**config.mk**
```make
export PLATFORM = sky130hd
export DESIGN_NAME = seq_multi_module_flat
export DESIGN_NICKNAME = d
export VERILOG_FILES = /design/src/rtl/calc_pkg.sv /design/src/rtl/seq_multi_module_if.sv /design/src/rtl/param_add_module.sv /design/src/rtl/seq_multi_module.sv /design/src/flat_wrapper.sv
export SDC_FILE = /design/constraint.sdc
export NUM_CORES = 1
export LEC_CHECK = 0
export CAP_MARGIN = 20
export CORE_ASPECT_RATIO = 0.6
export CORE_MARGIN = 2
export CORE_UTILIZATION = 50
export DETAILED_ROUTE_END_ITERATION = 12
export GPL_ROUTABILITY_DRIVEN = 0
export PLACE_DENSITY_LB_ADDON = 0.05
export SYNTH_ARGS = -nofsm -noshare
export SYNTH_HDL_FRONTEND = slang
export SYNTH_SLANG_ARGS = --single-unit
```
**constraint.sdc**
```tcl
create_clock -name clk -period 6.1 [get_ports clk]
set_input_delay 1.83 -clock clk [delete_from_list [all_inputs] [get_ports clk]]
set_output_delay 1.83 -clock clk [all_outputs]
set_load 0.01 [all_outputs]
```
**src/rtl/calc_pkg.sv**
```systemverilog
// Shared types and constants for the sequential shift-add multiplier.
// Provides the control FSM state encoding and the counter sizing helper.
package calc_pkg;

  typedef enum logic [1:0] {
    IDLE,
    CALC,
    DONE
  } state_t;

  localparam int WIDTH_DEFAULT = 8;

  // The counter holds WIDTH-1 down to 0, so $clog2(WIDTH) bits suffice.
  function automatic int cnt_width(input int w);
    return (w > 1) ? $clog2(w) : 1;
  endfunction

endpackage

```
**src/rtl/seq_multi_module_if.sv**
```systemverilog
// Operand/result handshake bundle for the sequential multiplier.
// The master side issues operands and consumes results; the slave side is the multiplier.
interface seq_multi_module_if
  import calc_pkg::*;
#(
  parameter int WIDTH = WIDTH_DEFAULT
);

  logic                 in_valid;
  logic                 in_ready;
  logic [WIDTH-1:0]     a;
  logic [WIDTH-1:0]     b;
  logic                 signed_mode;
  logic                 out_valid;
  logic                 out_ready;
  logic [2*WIDTH-1:0]   product;
  logic [WIDTH-1:0]     out;
  logic                 ovf;

  modport master (
    output in_valid, a, b, signed_mode, out_ready,
    input  in_ready, out_valid, product, out, ovf
  );

  modport slave (
    input  in_valid, a, b, signed_mode, out_ready,
    output in_ready, out_valid, product, out, ovf
  );

endinterface

```
**src/rtl/param_add_module.sv**
```systemverilog
// WIDTH-bit ripple-carry adder with carry in and carry out.
// Used for the per-iteration partial-product add of the multiplier.
module param_add_module #(
  parameter int WIDTH = 8
) (
  input  logic [WIDTH-1:0] a,
  input  logic [WIDTH-1:0] b,
  input  logic             cin,
  output logic [WIDTH-1:0] sum,
  output logic             cout
);

  logic [WIDTH:0] carry;

  assign carry[0] = cin;

  for (genvar i = 0; i < WIDTH; i++) begin : g_bit
    assign sum[i]     = a[i] ^ b[i] ^ carry[i];
    assign carry[i+1] = (a[i] & b[i]) | (carry[i] & (a[i] ^ b[i]));
  end

  assign cout = carry[WIDTH];

endmodule

```
**src/rtl/seq_multi_module.sv**
```systemverilog
// Sequential shift-add multiplier: one multiplier bit per clock, signed or unsigned,
// with valid/ready handshakes on operand and result sides.
module seq_multi_module
  import calc_pkg::*;
#(
  parameter int WIDTH = WIDTH_DEFAULT
) (
  input  logic              clk,
  input  logic              rst_n,
  seq_multi_module_if.slave bus
);

  localparam int CW = cnt_width(WIDTH);

  state_t               state;
  logic [WIDTH-1:0]     mcand;
  logic [2*WIDTH-1:0]   acc;
  logic [CW-1:0]        count;
  logic                 neg;
  logic                 sgn;
  logic                 in_ready_q;
  logic                 out_valid_q;
  logic [2*WIDTH-1:0]   product_q;
  logic [WIDTH-1:0]     out_q;
  logic                 ovf_q;

  logic [WIDTH-1:0]     abs_a;
  logic [WIDTH-1:0]     abs_b;
  logic [WIDTH-1:0]     add_b;
  logic [WIDTH-1:0]     sum;
  logic                 cout;
  logic [2*WIDTH-1:0]   acc_next;
  logic [2*WIDTH-1:0]   result;
  logic                 ovf_next;

  // The most-negative value negates to itself, which read unsigned is 2^(WIDTH-1).
  assign abs_a = (bus.signed_mode && bus.a[WIDTH-1]) ? -bus.a : bus.a;
  assign abs_b = (bus.signed_mode && bus.b[WIDTH-1]) ? -bus.b : bus.b;

  // The multiplier lives in the low half of acc and is shifted out as product bits shift in,
  // so acc[0] is always the multiplier bit for the current iteration.
  assign add_b = acc[0] ? mcand : '0;

  param_add_module #(
    .WIDTH (WIDTH)
  ) u_add (
    .a    (acc[2*WIDTH-1:WIDTH]),
    .b    (add_b),
    .cin  (1'b0),
    .sum  (sum),
    .cout (cout)
  );

  assign acc_next = {cout, sum, acc[WIDTH-1:1]};
  assign result   = (sgn && neg) ? -acc_next : acc_next;

  // NOTE: every variable assigned in always_comb gets a default first, so no path leaves it
  // unassigned and no latch is inferred.
  always_comb begin
    ovf_next = 1'b0;
    if (sgn) begin
      ovf_next = (|result[2*WIDTH-1:WIDTH-1]) && !(&result[2*WIDTH-1:WIDTH-1]);
    end else begin
      ovf_next = |result[2*WIDTH-1:WIDTH];
    end
  end

  // NOTE: sequential state uses non-blocking assignments only, so every register samples
  // the pre-edge values of its sources regardless of statement order.
  always_ff @(posedge clk or negedge rst_n) begin
    if (!rst_n) begin
      state       <= IDLE;
      mcand       <= '0;
      acc         <= '0;
      count       <= '0;
      neg         <= 1'b0;
      sgn         <= 1'b0;
      in_ready_q  <= 1'b1;
      out_valid_q <= 1'b0;
      product_q   <= '0;
      out_q       <= '0;
      ovf_q       <= 1'b0;
    end else begin
      case (state)
        IDLE: begin
          if (bus.in_valid) begin
            mcand      <= abs_a;
            acc        <= {{WIDTH{1'b0}}, abs_b};
            neg        <= bus.a[WIDTH-1] ^ bus.b[WIDTH-1];
            sgn        <= bus.signed_mode;
            count      <= CW'(WIDTH - 1);
            in_ready_q <= 1'b0;
            state      <= CALC;
          end
        end

        CALC: begin
          acc   <= acc_next;
          count <= count - CW'(1);
          if (count == '0) begin
            product_q   <= result;
            out_q       <= result[WIDTH-1:0];
            ovf_q       <= ovf_next;
            out_valid_q <= 1'b1;
            state       <= DONE;
          end
        end

        DONE: begin
          // New operands presented alongside out_ready wait for the next edge in IDLE.
          if (bus.out_ready) begin
            out_valid_q <= 1'b0;
            in_ready_q  <= 1'b1;
            state       <= IDLE;
          end
        end

        default: begin
          state       <= IDLE;
          in_ready_q  <= 1'b1;
          out_valid_q <= 1'b0;
        end
      endcase
    end
  end

  assign bus.in_ready  = in_ready_q;
  assign bus.out_valid = out_valid_q;
  assign bus.product   = product_q;
  assign bus.out       = out_q;
  assign bus.ovf       = ovf_q;

endmodule
```
**src/flat_wrapper.sv**
```systemverilog
// flat-port wrapper written by rule: the top's interface ports become plain ports
module seq_multi_module_flat import calc_pkg::*;
#(
  parameter int WIDTH = WIDTH_DEFAULT
)
  (clk, rst_n, bus_in_valid, bus_a, bus_b, bus_signed_mode, bus_out_ready, bus_in_ready, bus_out_valid, bus_product, bus_out, bus_ovf);
  seq_multi_module_if #(.WIDTH(WIDTH)) bus_i ();
  input  logic clk;
  input  logic rst_n;
  input wire logic [$bits(bus_i.in_valid)-1:0] bus_in_valid;
  input wire logic [$bits(bus_i.a)-1:0] bus_a;
  input wire logic [$bits(bus_i.b)-1:0] bus_b;
  input wire logic [$bits(bus_i.signed_mode)-1:0] bus_signed_mode;
  input wire logic [$bits(bus_i.out_ready)-1:0] bus_out_ready;
  output wire logic [$bits(bus_i.in_ready)-1:0] bus_in_ready;
  output wire logic [$bits(bus_i.out_valid)-1:0] bus_out_valid;
  output wire logic [$bits(bus_i.product)-1:0] bus_product;
  output wire logic [$bits(bus_i.out)-1:0] bus_out;
  output wire logic [$bits(bus_i.ovf)-1:0] bus_ovf;
  assign bus_i.in_valid = bus_in_valid;
  assign bus_i.a = bus_a;
  assign bus_i.b = bus_b;
  assign bus_i.signed_mode = bus_signed_mode;
  assign bus_i.out_ready = bus_out_ready;
  assign bus_in_ready = bus_i.in_ready;
  assign bus_out_valid = bus_i.out_valid;
  assign bus_product = bus_i.product;
  assign bus_out = bus_i.out;
  assign bus_ovf = bus_i.ovf;
  seq_multi_module #(.WIDTH(WIDTH)) u_core (.clk(clk), .rst_n(rst_n), .bus(bus_i));
endmodule
```
==> impl_metrics.csv, run 1 <==
group,metric,value,unit
route,num_vias,2541,
route,drt_iter0_markers,143,
pwr,ir_worst_vdd,0.2092,mV
pwr,finalPower,0.001994,W
place,dp_hpwl,5032,um
timing,slew_viol_final,0,
route,drt_pass1_iterations,5,
synth,synthesis.nets,385,
die,core_area,0.006028,mm2
critical_path,path_class,"register to register",
route,met1_length,3530,um
clock_network,clkTransAtPathRegs,0.09,ns
clock_network,cts_buffers,5,
timing,finClkSkew,0.006246,ns
critical_path,cp-start-kind,"register",
route,drc,0,
synth,postSynthAreaPerCell,8.762,um2
synth,synth_async_sr_flop_share,1.000,
critical_path,crit_chain,"and2_1, ha_1, inv_1, fa_1, fa_1, fa_1, fa_1, fa_1, fa_1, inv_1, fa_1, nor4bb_1, nand4_1, nand3_1, o211ai_1, o41ai_2, a31oi_1",
critical_path,r2r_start,"u_core.acc[0]",
die,die_w,105.3,um
route,post_drt_wl_per_cell,14.26,um
synth,netlist_area,0.003075,mm2
place,port-buffer-count,47,
critical_path,rrSetupSlack,1.14,ns
die,die_h,64.75,um
timing,post-route-period-util,0.8133,
die,fp-row-count,22,
critical_path,arrival,5.15,ns
timing,rsz0062_at_grt,"no",
finish,drive_gt1_frac,0.04987,
die,pin_count,48,
global_route,grt_pass1_vias,2287,
route,ant_nets,0,
status,outcome,"complete, no violations",
critical_path,rr_worst_depth,17,
synth,synth-edff-count,0,
die,start_util,0.5102,
finish,finish.net_count,414,
synth,synth_seq_cells,50,
finish,areaGrowthSynthToFinish,19.57,%
global_route,grt_start_max_net_pins,31,
finish,fill_cells,527,
global_route,antenna_found_initial,0,
route,routed-wl-met2,2654,um
place,placed_area,0.003540,mm2
synth,synth_flop_cell,"dfrtp_1",
critical_path,worstSetupEndpointType,"register",
clock_network,cts_hold_buf,0,
global_route,grt_overflow,0,
critical_path,endpoint,"u_core.bus.ovf",
clock_network,insertion_delay,0.31,ns
timing,setup_viol,0,
critical_path,crit_buf_inv,2,
critical_path,startpoint,"u_core.acc[0]",
critical_path,crit-reg2reg-capture,"u_core.bus.ovf",
finish,stdcell_count,465,
critical_path,critPathMostFrequentCell,"fa_1",
critical_path,path_depth,17,
clock_network,root_buffer,"clkbuf_8",
timing,tightestPinTransition,1.045,ns
synth,yosysSeqAreaShare,0.4072,
clock_network,cts.sinks,50,
timing,tns,0,ns
timing,hold_slack,0.4695,ns
pwr,p_leak,1.541,nW
route,wl,6629,um
route,routed.top_layer,"met4",
finish,stdcell_area,0.003677,mm2
die,die_area,0.006815,mm2
worst_hold_path,hp-class,"register to register",
clock_network,cts.path.max_buffers,2,
global_route,grt_pass1_wl,11460,um
run,drv.max_cap_violation_count,0,
timing,relSlewSlack,0.3015,
critical_path,max_stage_delay,0.48,ns
synth,postSynthCellCount,351,
critical_path,path_max_fanout,9,
synth,yosysWarningCount,0,
clock_network,cts_resized,0,
clock_network,cts_setup_buffers,0,
clock_network,cts_tree,"done",
synth,synth_cell_type_count,49,
global_route,grt_usage,0.2099,
timing,fmax,201.6,MHz
timing,hold_viol_final,0,
worst_hold_path,worst_hold_startpoint,"u_core.bus.product[15]",
critical_path,cp_top_family,"adder cells",
clock_network,h-tree-depth,2,
pwr,power.density,542.2,mW/mm2
route,avgViaCountPerCell,5.465,
critical_path,required,6.29,ns
route,wl_met3,395,um
critical_path,slowest_stage,"fa_1",
timing,period_needed,4.961,ns
finish,n_antenna_cell,0,
place,dp_cells,457,
[flip-flops by register name, summed over array words and instances (netlist names)]
register	count
u_core.sgn	1
u_core.state	2
u_core.acc	16
u_core.count	3
u_core.neg	1
u_core.bus.out_valid	1
u_core.bus.ovf	1
u_core.mcand	8
u_core.bus.in_ready	1
u_core.bus.product	9
u_core.bus.out	7
[cells by family (layout without fill, tap and decap cells)]
kind of cell / count (synthesis) / after routing / synth area share
and+or+nand+nor: 128 / 128 / 0.2050
AOI/OAI and AO/OA: 82 / 82 / 0.1623
DFF: 50 / 50 / 0.4072
buffers and inverters: 50 / 80 / 0.07404
xor gates and xnor gates: 25 / 25 / 0.07120
adders and majority gates: 13 / 13 / 0.06997
muxes: 3 / 3 / 0.01017
[stage by stage]
step,setup slack [ns],util
after floorplan,1.403,-
after global placement,1.296,0.5839
after detailed placement,1.232,0.5872
after CTS,1.167,0.6100
after global routing,0.8241,0.6100
final,1.139,0.6100
[cells in the mapped netlist (6+ instances only)]
library cell  count  share of area
a22oi_1           6          0.015
nand3_1          11          0.018
a21oi_1          10          0.016
xnor2_1          16          0.046
dfrtp_1          49           0.40
nor2_1           19          0.023
nor3_1           10          0.016
o31ai_1           7          0.017
inv_1            21          0.026
o21ai_0          38          0.062
buf_4             8          0.020
nand2_1          55          0.067
clkbuf_1         18          0.022
a31oi_1           9          0.018
xor2_1            9          0.026
fa_1              7          0.046
ha_1              6          0.024
[worst min-delay path, cell delays in order (launching register included)]
cell     delay, ns
dfrtp_1       0.35
nand2_1       0.05
nand2_1       0.05
[layout by cell type (no fill, tap or decap), types with 2 or more instances in the layout]
| cell type | synthesis | layout |
|---|---|---|
| nand2_1 | 55 | 55 |
| dfrtp_1 | 49 | 49 |
| clkdlybuf4s50_1 | 0 | 46 |
| o21ai_0 | 38 | 38 |
| inv_1 | 21 | 21 |
| nor2_1 | 19 | 19 |
| xnor2_1 | 16 | 16 |
| nand3_1 | 11 | 11 |
| nor3_1 | 10 | 10 |
| a21oi_1 | 10 | 10 |
| a31oi_1 | 9 | 9 |
| xor2_1 | 9 | 9 |
| o31ai_1 | 7 | 7 |
| fa_1 | 7 | 7 |
| a22oi_1 | 6 | 6 |
| ha_1 | 6 | 6 |
| clkbuf_8 | 0 | 5 |
| and2_1 | 4 | 4 |
| nand4_1 | 3 | 3 |
| nor3b_1 | 3 | 3 |
| and4b_1 | 3 | 3 |
| o211ai_1 | 3 | 3 |
| buf_4 | 8 | 3 |
| nor4_1 | 2 | 2 |
| nor4bb_1 | 2 | 2 |
| and3_1 | 2 | 2 |
| nand3b_1 | 2 | 2 |
| nor4b_1 | 2 | 2 |
| nand2b_1 | 2 | 2 |
| nor2b_1 | 2 | 2 |
| mux2i_1 | 2 | 2 |
| bufinv_16 | 0 | 2 |
[layout make-up]
class	count	area, um2	share of cell area
clock buffers	5	68.82	0.01871
inverters	21	78.83	0.02144
repair buffers	51	508.0	0.1381
multi-input cells	251	1595	0.4338
well taps	84	105.1	0.02858
clock inverters	3	68.82	0.01871
flip-flops and latches	50	1252	0.3406
[how the worst min path moves through the flow]
stage / endpoint / depth (start not counted) / slack, ns
3_3_place_gp: u_core.bus.product[15] / 2 / 0.45
3_5_place_dp: u_core.bus.product[15] / 2 / 0.46
2_1_floorplan: u_core.mcand[7] / 2 / 0.44
5_1_grt: u_core.count[0] / 1 / 0.51
4_1_cts: u_core.bus.product[15] / 2 / 0.48
6_report: u_core.bus.product[15] / 2 / 0.47
[layer usage]
| layer | vias up | track usage |
|---|---|---|
| met5 | - | 0 |
| met1 | 1193 | 0.3292 |
| met4 | 0 | 0.05333 |
| met3 | 7 | 0.04225 |
| li1 | 1264 | - |
| met2 | 77 | 0.2927 |
[power breakdown]
group / total, W / switching (W) / internal [W]
combinational: 0.00109 / 0.000602 / 0.000490
clock: 0.000278 / 0.000113 / 0.000164
sequential: 0.000624 / 0.000137 / 0.000487
total: 0.00199 / 0.000853 / 0.00114
Note: power is estimated with default switching activity, not from simulation.
==> run 2, diff against run 1 <==
Settings changed: CORE_UTILIZATION 50 to 49.
Clock period 6.1 ns to 4.23 ns, I/O delays scaled along.
==> run 2 against run 1 <==
Net effect:
- the run now ends with setup timing left
- global-route usage increased by 1.3 points
- total power increased by 44%
- critical path depth unchanged
- sequential power increased by 43%
- first-iteration DRC count decreased by 11%
- clock skew increased by 0.0047 ns
- clock power increased by 5%
- die area increased by 1.9%
- utilization about the same
- critical path type unchanged
==> impl_metrics.csv, run 2 (synthesis results as in run 1) <==
group,metric,value,unit
finish,n_antenna_cell,0,
place,dp_hpwl,5270,um
die,core_area,0.006083,mm2
global_route,grt_usage,0.2226,
route,post_drt_wl_per_cell,14.92,um
clock_network,root_buffer,"clkbuf_8",
die,die_area,0.006947,mm2
timing,finClkSkew,0.01099,ns
critical_path,slowest_stage,"fa_1",
global_route,grt_start_max_net_pins,31,
critical_path,required,4.43,ns
critical_path,cp-start-kind,"register",
timing,relSlewSlack,0.4685,
route,num_vias,2553,
timing,layout_setup_ws,-0.1994,ns
global_route,grt_pass1_vias,2369,
route,wl,7044,um
clock_network,cts_hold_buf,0,
route,drt_iter0_markers,127,
die,fp-row-count,22,
critical_path,arrival,4.63,ns
die,die_w,106.3,um
critical_path,critPathMostFrequentCell,"fa_2",
finish,final_cell_mix,"52 x nand2_1, 49 x dfrtp_1, 46 x clkdlybuf4s50_1",
die,pin_count,48,
timing,rsz0062_at_grt,"yes",
place,dp_cells,462,
clock_network,cts.sinks,50,
route,drc,0,
finish,largest_register_ffs,16,
critical_path,max_stage_delay,0.44,ns
global_route,antenna_found_initial,0,
clock_network,cts_buffers,5,
clock_network,clkTransAtPathRegs,0.10,ns
critical_path,crit_chain,"and2_1, ha_2, inv_2, fa_2, fa_2, fa_2, fa_2, fa_2, fa_2, inv_2, fa_1, nor4bb_1, nand4_1, nand3_1, o211ai_1, o41ai_2, a31oi_1",
pwr,ir_worst_vdd,0.3548,mV
pwr,p_leak,1.553,nW
finish,finish.net_count,421,
timing,period_needed,4.429,ns
worst_hold_path,hp-class,"register to register",
run,drv.max_cap_violation_count,0,
finish,drive_gt1_frac,0.1005,
timing,fmax,225.8,MHz
timing,hold_viol_final,0,
status,outcome,"finished with violations",
critical_path,cp_top_family,"adder cells",
die,start_util,0.5056,
place,pre_cts_ws,-0.2094,ns
critical_path,path_max_fanout,4,
timing,slew_viol_final,0,
finish,stdcell_count,472,
critical_path,path_class,"register to register",
clock_network,cts_tree,"done",
timing,post-route-period-util,1.047,
critical_path,crit_buf_inv,2,
clock_network,insertion_delay,0.32,ns
global_route,grt_pass1_wl,11910,um
finish,largest-register,"u_core.acc",
pwr,finalPower,0.002864,W
finish,areaGrowthSynthToFinish,20.67,%
timing,hold_slack,0.4792,ns
clock_network,h-tree-depth,2,
clock_network,cts.path.max_buffers,2,
status,violations,"setup timing",
route,avgViaCountPerCell,5.409,
place,port-buffer-count,47,
timing,setup_viol,2,
route,drt_pass1_iterations,4,
critical_path,worstSetupEndpointType,"register",
global_route,grt_overflow,0,
pwr,power.density,771.9,mW/mm2
finish,finish.utilization,0.6100,
timing,tightestPinTransition,0.7953,ns
route,ant_nets,0,
finish,mostFrequentLayoutCell,"nand2_1",
die,die_h,65.37,um
-- run 2: changes by cell type in the layout (fill, tap and decap cells not counted), sizes merged --
| cell | change |
|---|---|
| inv | +1 |
| clkinvlp | +1 |
| bufinv | -2 |
| buf | +7 |
-- run 2: worst register-to-register path: cells and delay by family, from the launching register on --
family,cells,cell delay (ns)
compound gates,3,0.46
flops,1,0.35
fa+ha+maj,8,2.68
simple gates,4,0.73
buf+inv,2,0.10
-- run 2: power by group --
| part | switching, W | total (W) | internal (W) |
|---|---|---|---|
| combinational | 0.000911 | 0.00168 | 0.000770 |
| sequential | 0.000189 | 0.000891 | 0.000702 |
| clock | 0.000173 | 0.000292 | 0.000120 |
| total | 0.00127 | 0.00286 | 0.00159 |
-- run 2: worst paths after layout --
check	endpoint	slack [ns]	cells after the start	from
max	u_core.bus.ovf	-0.20	17	u_core.acc[0]
max in group asynchronous	u_core.bus.in_ready	2.57	2	rst_n
min	u_core.count[0]	0.48	1	u_core.count[0]
min in group asynchronous	u_core.bus.product[7]	0.89	1	rst_n
max reg2reg	u_core.bus.ovf	-0.20	17	u_core.acc[0]
min reg2reg	u_core.count[0]	0.48	1	u_core.count[0]
-- run 2: metal layers --
metal,part of all wire,wire [um],global-route usage,up-vias
li1,-,-,-,1277
met1,0.52,3685,0.3316,1205
met2,0.40,2797,0.3093,63
met3,0.070,491,0.07440,8
met4,0.0098,69,0.05428,0
met5,0,0,0,-
-- run 2: layout make-up --
cell class / count / area [um2]
Timing Repair Buffer: 58 / 548.0
Multi-Input combinational cell: 251 / 1633
Fill cell: 540 / 2372
Tap cell: 84 / 105.1
Clock inverter: 3 / 25.02
Sequential cell: 50 / 1252
Clock buffer: 5 / 68.82
Inverter: 21 / 78.83
-- run 2: per-stage QoR --
stage                     setup TNS [ns]  cell area [um2]
after detailed placement         -0.2354             3577
after floorplan                 -0.07660             3098
after global routing             -0.7118             3711
after CTS                        -0.1923             3699
final                            -0.2668             3711
after global placement           -0.1128             3577
-- run 2: what timing repair did --
item	4_1_cts	5_1_grt
setup endpoints to repair	2	3
setup buffers	2	1
gates resized for setup	4	5
endpoints found under the hold margin	0	0
pin swaps	4	3
gates cloned	0	0
